### src/rtl/mm_cdr_lockdet.sv
// Decimating second-order CDR loop filter with lock detection, driving a bank of PI codes.
// Loop state is readable from a slow debug domain through a 4-phase snapshot handshake.
module mm_cdr_lockdet #(
  parameter int unsigned PD_W     = 10,
  parameter int unsigned NPI      = 9,
  parameter int unsigned NOUT     = 4,
  parameter int unsigned PH_SHIFT = 20,
  parameter int unsigned G_W      = 5,
  parameter int unsigned LCNT_W   = 10
) (
  input  logic                      clk,
  input  logic                      ext_rstb,
  input  logic signed [PD_W-1:0]    pd_err,
  input  logic                      pd_valid,
  input  logic [2:0]                dec_log2,
  input  logic [G_W-1:0]            kp_acq,
  input  logic [G_W-1:0]            ki_acq,
  input  logic [G_W-1:0]            kp_lock,
  input  logic [G_W-1:0]            ki_lock,
  input  logic                      en_freq,
  input  logic                      hold,
  input  logic [NPI+PH_SHIFT-1:0]   clamp_amt,
  input  logic [PD_W+6:0]           lock_thr,
  input  logic [LCNT_W-1:0]         lock_len,
  input  logic [NPI-1:0]            pi_off [NOUT],
  input  logic                      ext_en,
  input  logic [NPI-1:0]            ext_pi,
  input  logic                      snap_req,
  output logic [NPI-1:0]            pi_ctl [NOUT],
  output logic                      locked,
  output logic [1:0]                lock_state,
  output logic                      snap_ack,
  output logic [NPI+PH_SHIFT-1:0]   snap_phase,
  output logic [NPI+PH_SHIFT-1:0]   snap_freq,
  output logic [1:0]                snap_state
);

  localparam int unsigned PH_W = NPI + PH_SHIFT;
  localparam int unsigned BW   = PD_W + 7;
  localparam int unsigned XW   = PH_W + G_W;

  localparam logic signed [PH_W-1:0] PMax   = {1'b0, {(PH_W-1){1'b1}}};
  localparam logic signed [XW-1:0]   PMaxX  = {{(G_W+1){1'b0}}, {(PH_W-1){1'b1}}};
  localparam logic [BW-1:0]          BlkMin = {1'b1, {(BW-1){1'b0}}};
  localparam logic [BW-1:0]          BlkMax = {1'b0, {(BW-1){1'b1}}};

  typedef enum logic [1:0] {
    StAcq    = 2'b00,
    StSlip   = 2'b01,
    StLocked = 2'b10
  } lock_st_e;

  function automatic logic signed [XW-1:0] sext(input logic signed [PH_W-1:0] v);
    return {{G_W{v[PH_W-1]}}, v};
  endfunction

  // Symmetric saturation keeps the most-negative code out of the loop.
  function automatic logic signed [PH_W-1:0] sat(input logic signed [XW-1:0] v);
    if (v > PMaxX) begin
      return PMax;
    end else if (v < -PMaxX) begin
      return -PMax;
    end else begin
      return v[PH_W-1:0];
    end
  endfunction

  // ---------------- decimator ----------------
  logic signed [BW-1:0] err_sum_q, err_blk_q, pd_ext;
  logic [6:0]           cnt_q, cnt_last;
  logic [2:0]           dec_q, dec_eff;
  logic                 upd_q;

  always_comb begin
    pd_ext   = {{7{pd_err[PD_W-1]}}, pd_err};
    // A new block length is only adopted when a block starts.
    dec_eff  = (cnt_q == 7'd0) ? dec_log2 : dec_q;
    cnt_last = (7'd1 << dec_eff) - 7'd1;
  end

  always_ff @(posedge clk or negedge ext_rstb) begin
    if (!ext_rstb) begin
      err_sum_q <= '0;
      err_blk_q <= '0;
      cnt_q     <= '0;
      dec_q     <= '0;
      upd_q     <= 1'b0;
    end else begin
      upd_q <= 1'b0;
      if (hold) begin
        err_sum_q <= '0;
        cnt_q     <= '0;
      end else if (pd_valid) begin
        if (cnt_q == 7'd0) dec_q <= dec_log2;
        if (cnt_q == cnt_last) begin
          err_blk_q <= err_sum_q + pd_ext;
          upd_q     <= 1'b1;
          err_sum_q <= '0;
          cnt_q     <= '0;
        end else begin
          err_sum_q <= err_sum_q + pd_ext;
          cnt_q     <= cnt_q + 7'd1;
        end
      end
    end
  end

  // ---------------- loop filter ----------------
  lock_st_e                state_q;
  logic signed [PH_W-1:0]  freq_q, freq_nxt, step_raw;
  logic [PH_W-1:0]         phase_q, phase_nxt;
  logic [G_W-1:0]          kp, ki;
  logic signed [XW-1:0]    blk_x, p_sh, i_sh, step_x, clamp_x;
  logic [LCNT_W-1:0]       gcnt_q, bcnt_q, llen;
  logic [LCNT_W:0]         gcnt_inc, bcnt_inc;
  logic [BW-1:0]           blk_abs;
  logic                    good;

  always_comb begin
    kp       = (state_q != StAcq) ? kp_lock : kp_acq;
    ki       = (state_q != StAcq) ? ki_lock : ki_acq;
    blk_x    = {{(XW-BW){err_blk_q[BW-1]}}, err_blk_q};
    p_sh     = blk_x <<< kp;
    i_sh     = en_freq ? (blk_x <<< ki) : '0;
    freq_nxt = sat(sext(freq_q) + sext(sat(i_sh)));
    // The proportional step uses the integrator value from before this update.
    step_raw = sat(sext(sat(p_sh)) + sext(freq_q));
    step_x   = sext(step_raw);
    clamp_x  = {{G_W{1'b0}}, clamp_amt};
    if (clamp_amt != '0) begin
      if (step_x > clamp_x) begin
        step_x = clamp_x;
      end else if (step_x < -clamp_x) begin
        step_x = -clamp_x;
      end
    end
    phase_nxt = phase_q + step_x[PH_W-1:0];

    if (err_blk_q == BlkMin) begin
      blk_abs = BlkMax;
    end else if (err_blk_q[BW-1]) begin
      blk_abs = ~err_blk_q + 1'b1;
    end else begin
      blk_abs = err_blk_q;
    end
    good     = (blk_abs <= lock_thr);
    llen     = (lock_len == '0) ? LCNT_W'(1) : lock_len;
    gcnt_inc = {1'b0, gcnt_q} + (LCNT_W+1)'(1);
    bcnt_inc = {1'b0, bcnt_q} + (LCNT_W+1)'(1);
  end

  always_ff @(posedge clk or negedge ext_rstb) begin
    if (!ext_rstb) begin
      freq_q  <= '0;
      phase_q <= '0;
      state_q <= StAcq;
      gcnt_q  <= '0;
      bcnt_q  <= '0;
    end else if (upd_q && !hold) begin
      freq_q  <= freq_nxt;
      phase_q <= phase_nxt;
      unique case (state_q)
        StAcq: begin
          if (!good) begin
            gcnt_q <= '0;
          end else if (gcnt_inc >= {1'b0, llen}) begin
            gcnt_q  <= '0;
            state_q <= StLocked;
          end else begin
            gcnt_q <= gcnt_inc[LCNT_W-1:0];
          end
        end
        StLocked: begin
          if (!good) begin
            state_q <= StSlip;
            bcnt_q  <= LCNT_W'(1);
          end
        end
        StSlip: begin
          if (good) begin
            state_q <= StLocked;
            bcnt_q  <= '0;
          end else if (bcnt_inc >= {1'b0, llen}) begin
            state_q <= StAcq;
            bcnt_q  <= '0;
            gcnt_q  <= '0;
          end else begin
            bcnt_q <= bcnt_inc[LCNT_W-1:0];
          end
        end
        default: state_q <= StAcq;
      endcase
    end
  end

  assign lock_state = state_q;
  assign locked     = (state_q != StAcq);

  // ---------------- PI outputs ----------------
  always_ff @(posedge clk or negedge ext_rstb) begin
    if (!ext_rstb) begin
      for (int k = 0; k < int'(NOUT); k++) pi_ctl[k] <= '0;
    end else begin
      for (int k = 0; k < int'(NOUT); k++) begin
        pi_ctl[k] <= ext_en ? ext_pi : (phase_q[PH_W-1:PH_SHIFT] + pi_off[k]);
      end
    end
  end

  // ---------------- snapshot handshake ----------------
  logic snap_req_q;

  always_ff @(posedge clk or negedge ext_rstb) begin
    if (!ext_rstb) begin
      snap_req_q <= 1'b0;
      snap_ack   <= 1'b0;
      snap_phase <= '0;
      snap_freq  <= '0;
      snap_state <= '0;
    end else begin
      snap_req_q <= snap_req;
      if (snap_req && !snap_req_q && !snap_ack) begin
        snap_ack   <= 1'b1;
        snap_phase <= phase_q;
        snap_freq  <= freq_q;
        snap_state <= state_q;
      end else if (!snap_req) begin
        snap_ack <= 1'b0;
      end
    end
  end

endmodule

### config.mk
export PLATFORM = sky130hd
export DESIGN_NAME = mm_cdr_lockdet
export DESIGN_NICKNAME = d
export VERILOG_FILES = /design/src/rtl/mm_cdr_lockdet.sv
export SDC_FILE = /design/constraint.sdc
export NUM_CORES = 1
export LEC_CHECK = 0
export ABC_CLOCK_PERIOD_IN_PS = 21800
export BUFFER_PORTS_ARGS = -buffer_cell sky130_fd_sc_hd__buf_2
export CORE_UTILIZATION = 50
export DETAILED_ROUTE_END_ITERATION = 10
export GPL_ROUTABILITY_DRIVEN = 0
export GPL_TIMING_DRIVEN = 0
export PLACE_DENSITY_LB_ADDON = 0.15
export SLEW_MARGIN = 20
export SYNTH_ARGS = -nofsm -noshare
export SYNTH_HDL_FRONTEND = slang
export SYNTH_SLANG_ARGS = --single-unit
### constraint.sdc
create_clock -name clk -period 21.8 [get_ports clk]
set_clock_uncertainty 0.05 [all_clocks]
set_input_delay 6.54 -clock clk [delete_from_list [all_inputs] [get_ports clk]]
set_output_delay 6.54 -clock clk [all_outputs]
set_load 0.005 [all_outputs]
# Word level (Yosys, flattened, before mapping)

Index checks and enable logic that the tools add are counted.
W data, S select, Z words.

Divide/modulo/power cells: 0
Order comparisons: 13
Bitwise operators: 2
Reduce and logical (&&, ||, !) cells: 19
Equal/unequal tests: 11
Multiplexer cells: 48
$mul: 0
Shift operators: 3
$add $sub $neg: 14

Operator list:

| kind                    | number |
|---|---|
| $mux W29                | 11 |
| $mux W17                | 5 |
| $mux W10                | 8 |
| $gt A34 B29 Y1 const B  | 2 |
| $lt A34 B29 Y1 const B  | 2 |
| $add A29 B29 Y30        | 2 |
| $gt A30 B29 Y1 const B  | 2 |
| $lt A30 B29 Y1 const B  | 2 |
| $pmux W10 S2            | 2 |
| $add A9 B9 Y9           | 4 |
| $mux W9                 | 4 |
| $lt A29 B34 Y1          | 1 |
| $mux W34                | 1 |
| $neg A29 Y34            | 1 |
| $sshl A17 B5 Y34        | 1 |
| $sshl A34 B5 Y34        | 1 |
| $gt A29 B30 Y1          | 1 |
| $add A29 B29 Y29        | 1 |
| $reduce_bool A29 Y1     | 1 |
| $add A10 B1 Y11 const B | 2 |
| $ge A11 B10 Y1          | 2 |
| $mux W7                 | 3 |
| $add A17 B1 Y17 const B | 1 |
| $add A17 B10 Y17        | 1 |
| 28 further kinds        | 49 |

Output and inout port bits: 100
RAM bits: 0
Bits of input ports: 141
Bits in latches: 0
Bits in read-only memories: 0
Register bits: 223
Memories kept: 0

# Longest topological paths before layout

Gate-level depths: netlist of run 1.

Depth after elaboration: 15
Depth in mapped cells: 54
Depth with buffers taken out: 52

# Worst setup path after synthesis of run 1

OpenSTA, ideal clock, no wires.

Kind: input port to flip-flop
From: input kp_acq[0]
To: register phase_q[21]
Path buffers: 5
Cell stages on the path: 49
Data arrival time: 17,874 ps
Setup slack: 3,743 ps
Cell sequence: mux2i_2 > buf_2 > mux2i_1 > mux2i_1 > mux2i_1 > mux2i_1 > nor2b_1 > a21oi_1 > o21bai_1 > clkbuf_1 > o21ai_0 > ha_1 > nor3_1 > or3_1 > nand4bb_1 > and3_1 > buf_2 > a21oi_1 > [... 13 more ...] > a21o_1 > inv_1 > a21o_1 > and2_1 > clkbuf_1 > a211oi_1 > ha_1 > a21o_1 > a21o_1 > a2111oi_0 > o21ai_0 > a31o_2 > a21o_1 > and2_1 > or4b_2 > a31oi_1 > xor2_1 > o21ai_0

Longest elaborated chain between the ends: 14
Elaborated cells on any way between the ends: 17

RTL lines:

| element              | RTL line | text |
|---|---|---|
| start, declared      | 16       | `input logic [G_W-1:0] kp_acq,` |
| $mux W5 *            | 120      | `kp = (state_q != StAcq) ? kp_lock : kp_acq;` |
| $sshl A17 B5 Y34 *   | 123      | `p_sh = blk_x <<< kp;` |
| $lt A34 B29 Y1       | 61       | `end else if (v < -PMaxX) begin` |
| $mux W29             | 61       |  |
| $mux W29 *           | 59       | `if (v > PMaxX) begin` |
| $add A29 B29 Y30 *   | 127      | `step_raw = sat(sext(sat(p_sh)) + sext(freq_q));` |
| $lt A30 B29 Y1       | 61       |  |
| $mux W29             | 61       |  |
| $mux W29 *           | 59       |  |
| $lt A29 B34 Y1       | 133      | `end else if (step_x < -clamp_x) begin` |
| $mux W29             | 133      |  |
| $mux W29             | 131      | `if (step_x > clamp_x) begin` |
| $mux W29 *           | 130      | `if (clamp_amt != '0) begin` |
| $add A29 B29 Y29 *   | 137      | `phase_nxt = phase_q + step_x[PH_W-1:0];` |
| end signal, assigned | 161      | `phase_q <= phase_nxt;` |
| end, declared        | 111      | `logic [PH_W-1:0] phase_q, phase_nxt;` |

Every way passes the cells marked *; elsewhere a longest branch is shown, timed or not.
A chain may end at the register's enable or synchronous reset.

# Worst setup path in the final report of run 1

Same ends and word-level chain as after synthesis.

==> qor.csv, run 1 <==
stage,metric,value,unit
timing,period utilisation layout,0.9392,
drt,drt first-iter violations,2096,
critical_path,crit path buf inv count,9,
yosys,#FFs+latches synth,223,
global_route,vias in the first global route,21170,
clocking,CTS tree,done,
timing,relative slew slack,0.2835,
drt,final WL,71850,microns
yosys,Post-synth EDFFs,0,
drt,# DRC,0,
yosys,Mean Syn Cell Area,8.465,sq um
yosys,Mapped Area,22770,sq um
drt,"antenna viol nets, final",0,
cells_and_area,layout cells sized above 1,0.1576,
yosys,Main synth FF type,dfrtp_1,
yosys,YS warnings,0,
cells_and_area,final core occ,0.5772,
global_route,grt total ovfl,0,
critical_path,Crit Path Max Fanout,10,
clocking,H-Tree Depth,1,
place,Port Buffers,237,
critical_path,R2R cell count,52,
die,Die Span X,215.4,microns
critical_path,max incr delay on CP,0.64,ns
yosys,register area share after synthesis,0.2451,
clocking,clock transition at the registers of the reported paths,0.06,ns
clocking,"Setup Fix Bufs, Post-CTS",0,
die,core area,44610,sq um
clocking,Sinks on Clock Net,223,
timing,Fmax achieved,48.84,MHz
critical_path,Crit Path Class,in2reg,
yosys,synth unique cells,103,
cells_and_area,Final #Nets,3348,
clocking,CTS Buf Count,28,
timing,Worst Tran Pin Value,1.072,ns
worst_hold_path,Hold Path Stages,1,
global_route,largest net degree at the start of global routing,94,
global_route,initial antenna violation count,1,
timing,# setup viols final,0,
critical_path,CP required,22.19,ns
drt,total number of vias,22000,
timing,Final min period,20.47,ns
die,Starting Density,0.5105,
flow_run,total of max-cap violations,0,
die,Chip Height,215.4,microns
die,die area,46400,sq um
timing,Max Slew Vio Count,0,
clocking,post-cts hold buffer count,0,
critical_path,"slowest stage cell, crit path",a2111oi_0,
clocking,CTS max path bufs,3,
timing,final hold slack,0.4360,ns
worst_hold_path,HP Class,reg2reg,
timing,final setup TNS,0,ns
yosys,Post-synth ARST share,1.000,
clocking,CTS root buffer,clkbuf_16,
yosys,Post-Synthesis Cells,2690,
drt,drt wl/cell,20.10,microns
clocking,PostCTS Resize Cnt,0,
cells_and_area,Area Overhead vs Synth,13.05,%
critical_path,Crit path top cell by count,a21o_1,
yosys,syn nets,3078,
timing,final hold vios,0,
clocking,Worst-Skew Late Latency,0.58,ns
drt,DRT Pass-1 Iters,6,
global_route,first-pass GRT wire length,113600,microns
drt,vias per cell,6.153,
critical_path,Critical Path End Type,register,
critical_path,CP startpoint kind,primary input,
global_route,Overall Global Routing Usage,0.3030,
timing,RSZ-0062 raised after global routing,no,
critical_path,Crit path max-delay family,compound AO/OA/AOI/OAI gates,
critical_path,crit path DAT,20.86,ns
critical_path,Levels on crit path,52,
outcome,status,completed,
die,Core Rows,77,
place,DP HPWL,56770,microns
die,Ports,241,
[worst reg2reg max path, delay by kind of cell, from the launching register on]
| kind | cells | cell delay, ns |
|---|---|---|
| fa+ha+maj | 3 | 0.99 |
| simple gates | 13 | 4.17 |
| compound gates | 21 | 5.52 |
| xor+xnor | 1 | 0.16 |
| flops | 1 | 0.54 |
| buf+inv | 8 | 1.82 |
| mux | 6 | 2.31 |
[flip-flops by register name (all words and copies together), names as in the netlist]
signal and count:
snap_ack 1, err_blk_q 17, pi_ctl 36, snap_phase 29
dec_q 3, gcnt_q 10, freq_q 29, lock_state 2
bcnt_q 10, snap_freq 29, snap_state 2, cnt_q 7
err_sum_q 17, snap_req_q 1, phase_q 29, upd_q 1
[kinds of logic after synthesis]
| family | after synthesis | share of synthesized area |
|---|---|---|
| other cells | 1 | 0.0001647 |
| mux | 174 | 0.09648 |
| flops | 223 | 0.2451 |
| compound gates | 820 | 0.2335 |
| buf+inv | 248 | 0.04385 |
| fa+ha+maj | 256 | 0.1423 |
| xor+xnor | 184 | 0.07077 |
| simple gates | 784 | 0.1679 |
[synthesized netlist by cell type (19+ instances only)]
library cell / n / share of area
o211ai_1: 21 / 0.0069
nand2b_1: 46 / 0.013
o21a_1: 35 / 0.012
nand2_1: 245 / 0.040
a21oi_1: 187 / 0.041
nor3_1: 39 / 0.0086
and3_1: 21 / 0.0058
dfrtp_1: 223 / 0.25
xnor2_1: 118 / 0.045
ha_1: 239 / 0.13
mux2_2: 87 / 0.043
o22a_1: 28 / 0.011
o21ai_0: 227 / 0.050
nor2b_1: 30 / 0.0082
clkbuf_1: 86 / 0.014
a211oi_1: 29 / 0.0096
a21o_1: 83 / 0.027
a31oi_1: 19 / 0.0052
mux2i_1: 58 / 0.025
o21bai_1: 25 / 0.0082
nand4_1: 36 / 0.0099
a22o_1: 28 / 0.011
mux4_2: 27 / 0.027
nor2_1: 196 / 0.032
inv_1: 122 / 0.020
xor2_1: 66 / 0.025
nand3_1: 52 / 0.011
[area by class of cell]
class	count	area (sq um)
Fill cell	4020	18860
Multi-Input combinational cell	2219	16200
Sequential cell	223	5580
Timing Repair Buffer	240	1259
Tap cell	592	740.7
Clock buffer	32	735.7
Buffer	124	533.0
Inverter	124	465.4
Clock inverter	20	229.0
Antenna cell	1	2.502
[worst paths after layout]
kind                                      startpoint                  endpoint  slack, ns
min in group asynchronous                   ext_rstb      pi_ctl[18]$_DFF_PN0_       5.84
setup reg to reg           lock_state[0]$_DFFE_PN0P_   phase_q[21]$_DFFE_PN0P_       6.14
hold reg to reg                 snap_req_q$_DFF_PN0_      snap_ack$_DFFE_PN0P_       0.44
max in group asynchronous                   ext_rstb  snap_freq[5]$_DFFE_PN0P_      14.96
setup / recovery                           kp_acq[0]   phase_q[21]$_DFFE_PN0P_       1.33
hold / removal                  snap_req_q$_DFF_PN0_      snap_ack$_DFFE_PN0P_       0.44
[layer usage]
metal | vias to the layer above | wire length (microns) | track usage
li1 | 10430 | - | -
met1 | 10400 | 30060 | 0.3973
met2 | 971 | 33490 | 0.5073
met3 | 198 | 5212 | 0.03636
met4 | 0 | 3094 | 0.1220
met5 | - | 0 | 0
[stage by stage]
step	area, sq um	setup slack (ns)	instances
floorplan	22770	3.743	2690
global route	25740	0.5656	3574
global placement	24700	1.455	3519
CTS	25740	1.589	3574
detailed placement	24780	1.030	3522
finish	25740	1.326	3575
[placed cells by master, fill, tap and decap left out, types with 14 or more instances in the layout]
cell type    n
nand3_1     52
or3_1       18
nor2b_1     30
o21ai_0    227
nand4_1     36
mux4_2      27
nand2_1    245
o21a_1      35
dfrtp_1    223
a21o_1      83
o22a_1      28
buf_2      250
mux2i_1     58
mux2_2      87
clkbuf_16   28
nor4_1      15
a22o_1      28
a211oi_1    29
nor3_1      39
and2_1      16
xnor2_1    118
nand2b_1    46
ha_1       239
a21oi_1    187
o21bai_1    25
or4_1       14
o211ai_1    21
and3_1      21
clkbuf_1    88
xor2_1      66
a31oi_1     19
o31ai_1     18
nor2_1     196
buf_1       14
inv_1      122
Power of run 1 is left out: the tool's default activity adds up to more than one toggle a clock period on the data nets, which glitch-free logic cannot reach.
==> run 2: changes to the inputs <==
- CTS_CLUSTER_SIZE: not set -> 25
- REMOVE_ABC_BUFFERS: not set -> 1
==> run 2 against run 1 <==
Against the previous run: register-to-register slack lost 0.54 ns; via count decreased by 3.3%; sequential share of layout area grew 0.13 points; count of clock-buffer cells in the layout increased by 9; die area is the same; cell area is 0.58% lower; worst setup slack got worse by 0.076 ns; critical path depth is 7 lower; largest cell class unchanged.
==> qor.csv, run 2 (synthesis gave the netlist of run 1 again) <==
stage,metric,value,unit,change
global_route,grt total ovfl,0,,unchanged
timing,Max Slew Vio Count,0,,unchanged
cells_and_area,layout cells sized above 1,0.1667,,+0.009112
global_route,initial antenna violation count,2,,+1
critical_path,CP required,22.19,ns,about the same
cells_and_area,Final #Nets,3245,,-3.1%
critical_path,Critical Path Source,kp_lock[0],,
cells_and_area,"most common cell after layout, fill and taps aside",nand2_1,,
timing,Final min period,20.55,ns,+0.07643 ns
drt,final WL,67060,microns,-6.7%
worst_hold_path,HP Class,reg2reg,,
timing,# setup viols final,0,,unchanged
drt,# DRC,0,,unchanged
cells_and_area,max FFs per register,36,,unchanged
outcome,status,completed,,
critical_path,Crit Path Max Fanout,28,,+18
cells_and_area,final core occ,0.5738,,-0.003366
die,Ports,241,,unchanged
cells_and_area,Largest Register,pi_ctl,,
global_route,Overall Global Routing Usage,0.2836,,-0.01940
critical_path,CP startpoint kind,primary input,,
clocking,CTS max path bufs,3,,unchanged
flow_run,total of max-cap violations,0,,unchanged
drt,drt wl/cell,19.31,microns,-3.9%
place,DP HPWL,52440,microns,-7.6%
clocking,CTS Buf Count,28,,unchanged
die,Starting Density,0.5105,,unchanged
critical_path,Reg-to-Reg Start,lock_state[0]$_DFFE_PN0P_,,
critical_path,Crit path top cell by count,a21o_1,,
critical_path,crit path DAT,20.94,ns,+0.08 ns
cells_and_area,most frequent cells in the layout,"245 x nand2_1, 241 x buf_2, 239 x ha_1",,
timing,RSZ-0062 raised after global routing,no,,
die,Core Rows,77,,unchanged
drt,vias per cell,6.122,,-0.50%
clocking,post-cts hold buffer count,0,,unchanged
timing,final hold vios,0,,unchanged
global_route,first-pass GRT wire length,107600,microns,-5.3%
timing,final hold slack,0.4340,ns,-0.002033 ns
die,Die Span X,215.4,microns,unchanged
die,Chip Height,215.4,microns,unchanged
timing,period utilisation layout,0.9427,,+0.003506
worst_hold_path,Hold Startpoint,snap_req_q$_DFF_PN0_,,
timing,Fmax achieved,48.66,MHz,-0.37%
clocking,clock transition at the registers of the reported paths,0.07,ns,about the same
clocking,Sinks on Clock Net,223,,unchanged
critical_path,"slowest stage cell, crit path",a2111oi_0,,
drt,"antenna viol nets, final",0,,unchanged
critical_path,Critical Path End Type,register,,
cells_and_area,Area Overhead vs Synth,12.40,%,
clocking,PostCTS Resize Cnt,0,,unchanged
global_route,largest net degree at the start of global routing,75,,-20%
drt,DRT Pass-1 Iters,6,,unchanged
place,Port Buffers,240,,+1.3%
timing,relative slew slack,0.3527,,+0.06926
timing,Worst Tran Pin Value,0.9640,ns,-0.1081 ns
die,die area,46400,sq um,unchanged
clocking,CTS root buffer,clkbuf_16,,
clocking,Worst-Skew Late Latency,0.57,ns,about the same
clocking,CTS tree,done,,
clocking,"Setup Fix Bufs, Post-CTS",0,,unchanged
die,core area,44610,sq um,unchanged
critical_path,Crit Path Class,in2reg,,
critical_path,max incr delay on CP,0.80,ns,+0.16 ns
drt,total number of vias,21260,,-3.3%
clocking,H-Tree Depth,1,,unchanged
drt,drt first-iter violations,1702,,-19%
global_route,vias in the first global route,20570,,-2.8%
run 2: cell types whose count changed in the layout (fill, tap and decap cells not counted), moves of 3 or more:
cell	change
buf_2	-9
clkbuf_8	+6
inv_6	-3
mux2i_4	+3
nor2_1	-3
clkbuf_1	-84
nor2_2	+3
buf_4	+4
clkinvlp_4	-3
mux2i_1	-7
buf_1	-14
clkinv_2	-3
mux2i_2	+4
run 2: final cells by class:
class	instances	area (sq um)
Antenna cell	2	5.005
Clock buffer	41	850.8
Clock inverter	11	188.9
Fill cell	4038	19010
Inverter	124	465.4
Multi-Input combinational cell	2219	16280
Sequential cell	223	5582
Tap cell	592	740.7
Timing Repair Buffer	261	1484
run 2: metrics by stage:
stage,setup WS [ns],setup TNS (ns),cells,instance area [sq um]
after floorplan,2.300,0,2566,22240
after global placement,-1.074,-7.105,3398,24180
after detailed placement,0.4790,0,3419,24540
after CTS,1.066,0,3471,25580
after global routing,0.4725,0,3473,25590
final,1.250,0,3473,25590
run 2: path summary, 6_finish.rpt:
| kind | cells past startpoint | endpoint | slack, ns |
|---|---|---|---|
| min in group asynchronous | 1 | pi_ctl[12]$_DFF_PN0_ | 5.81 |
| max reg2reg | 47 | phase_q[28]$_DFFE_PN0P_ | 5.60 |
| min | 1 | snap_ack$_DFFE_PN0P_ | 0.43 |
| min reg2reg | 1 | snap_ack$_DFFE_PN0P_ | 0.43 |
| max in group asynchronous | 3 | err_blk_q[16]$_DFFE_PN0P_ | 14.92 |
| max | 45 | phase_q[28]$_DFFE_PN0P_ | 1.25 |
run 2: worst max-delay path: cells and delay by family:
kind                       cells  cell delay [ns]
muxes                          5             1.97
adders and majority gates      3             1.22
buffers and inverters          3             0.45
and+or+nand+nor               14             4.27
xor gates and xnor gates       2             0.34
AOI/OAI and AO/OA             18             6.09
run 2: per-layer routing:
layer | global-route usage | up-vias | routed length (microns)
met1 | 0.3614 | 10170 | 28450
met2 | 0.4945 | 710 | 32700
met5 | 0 | - | 0
li1 | - | 10250 | -
met3 | 0.03566 | 139 | 3791
met4 | 0.09527 | 0 | 2119
Power of run 2 is left out for the same reason.
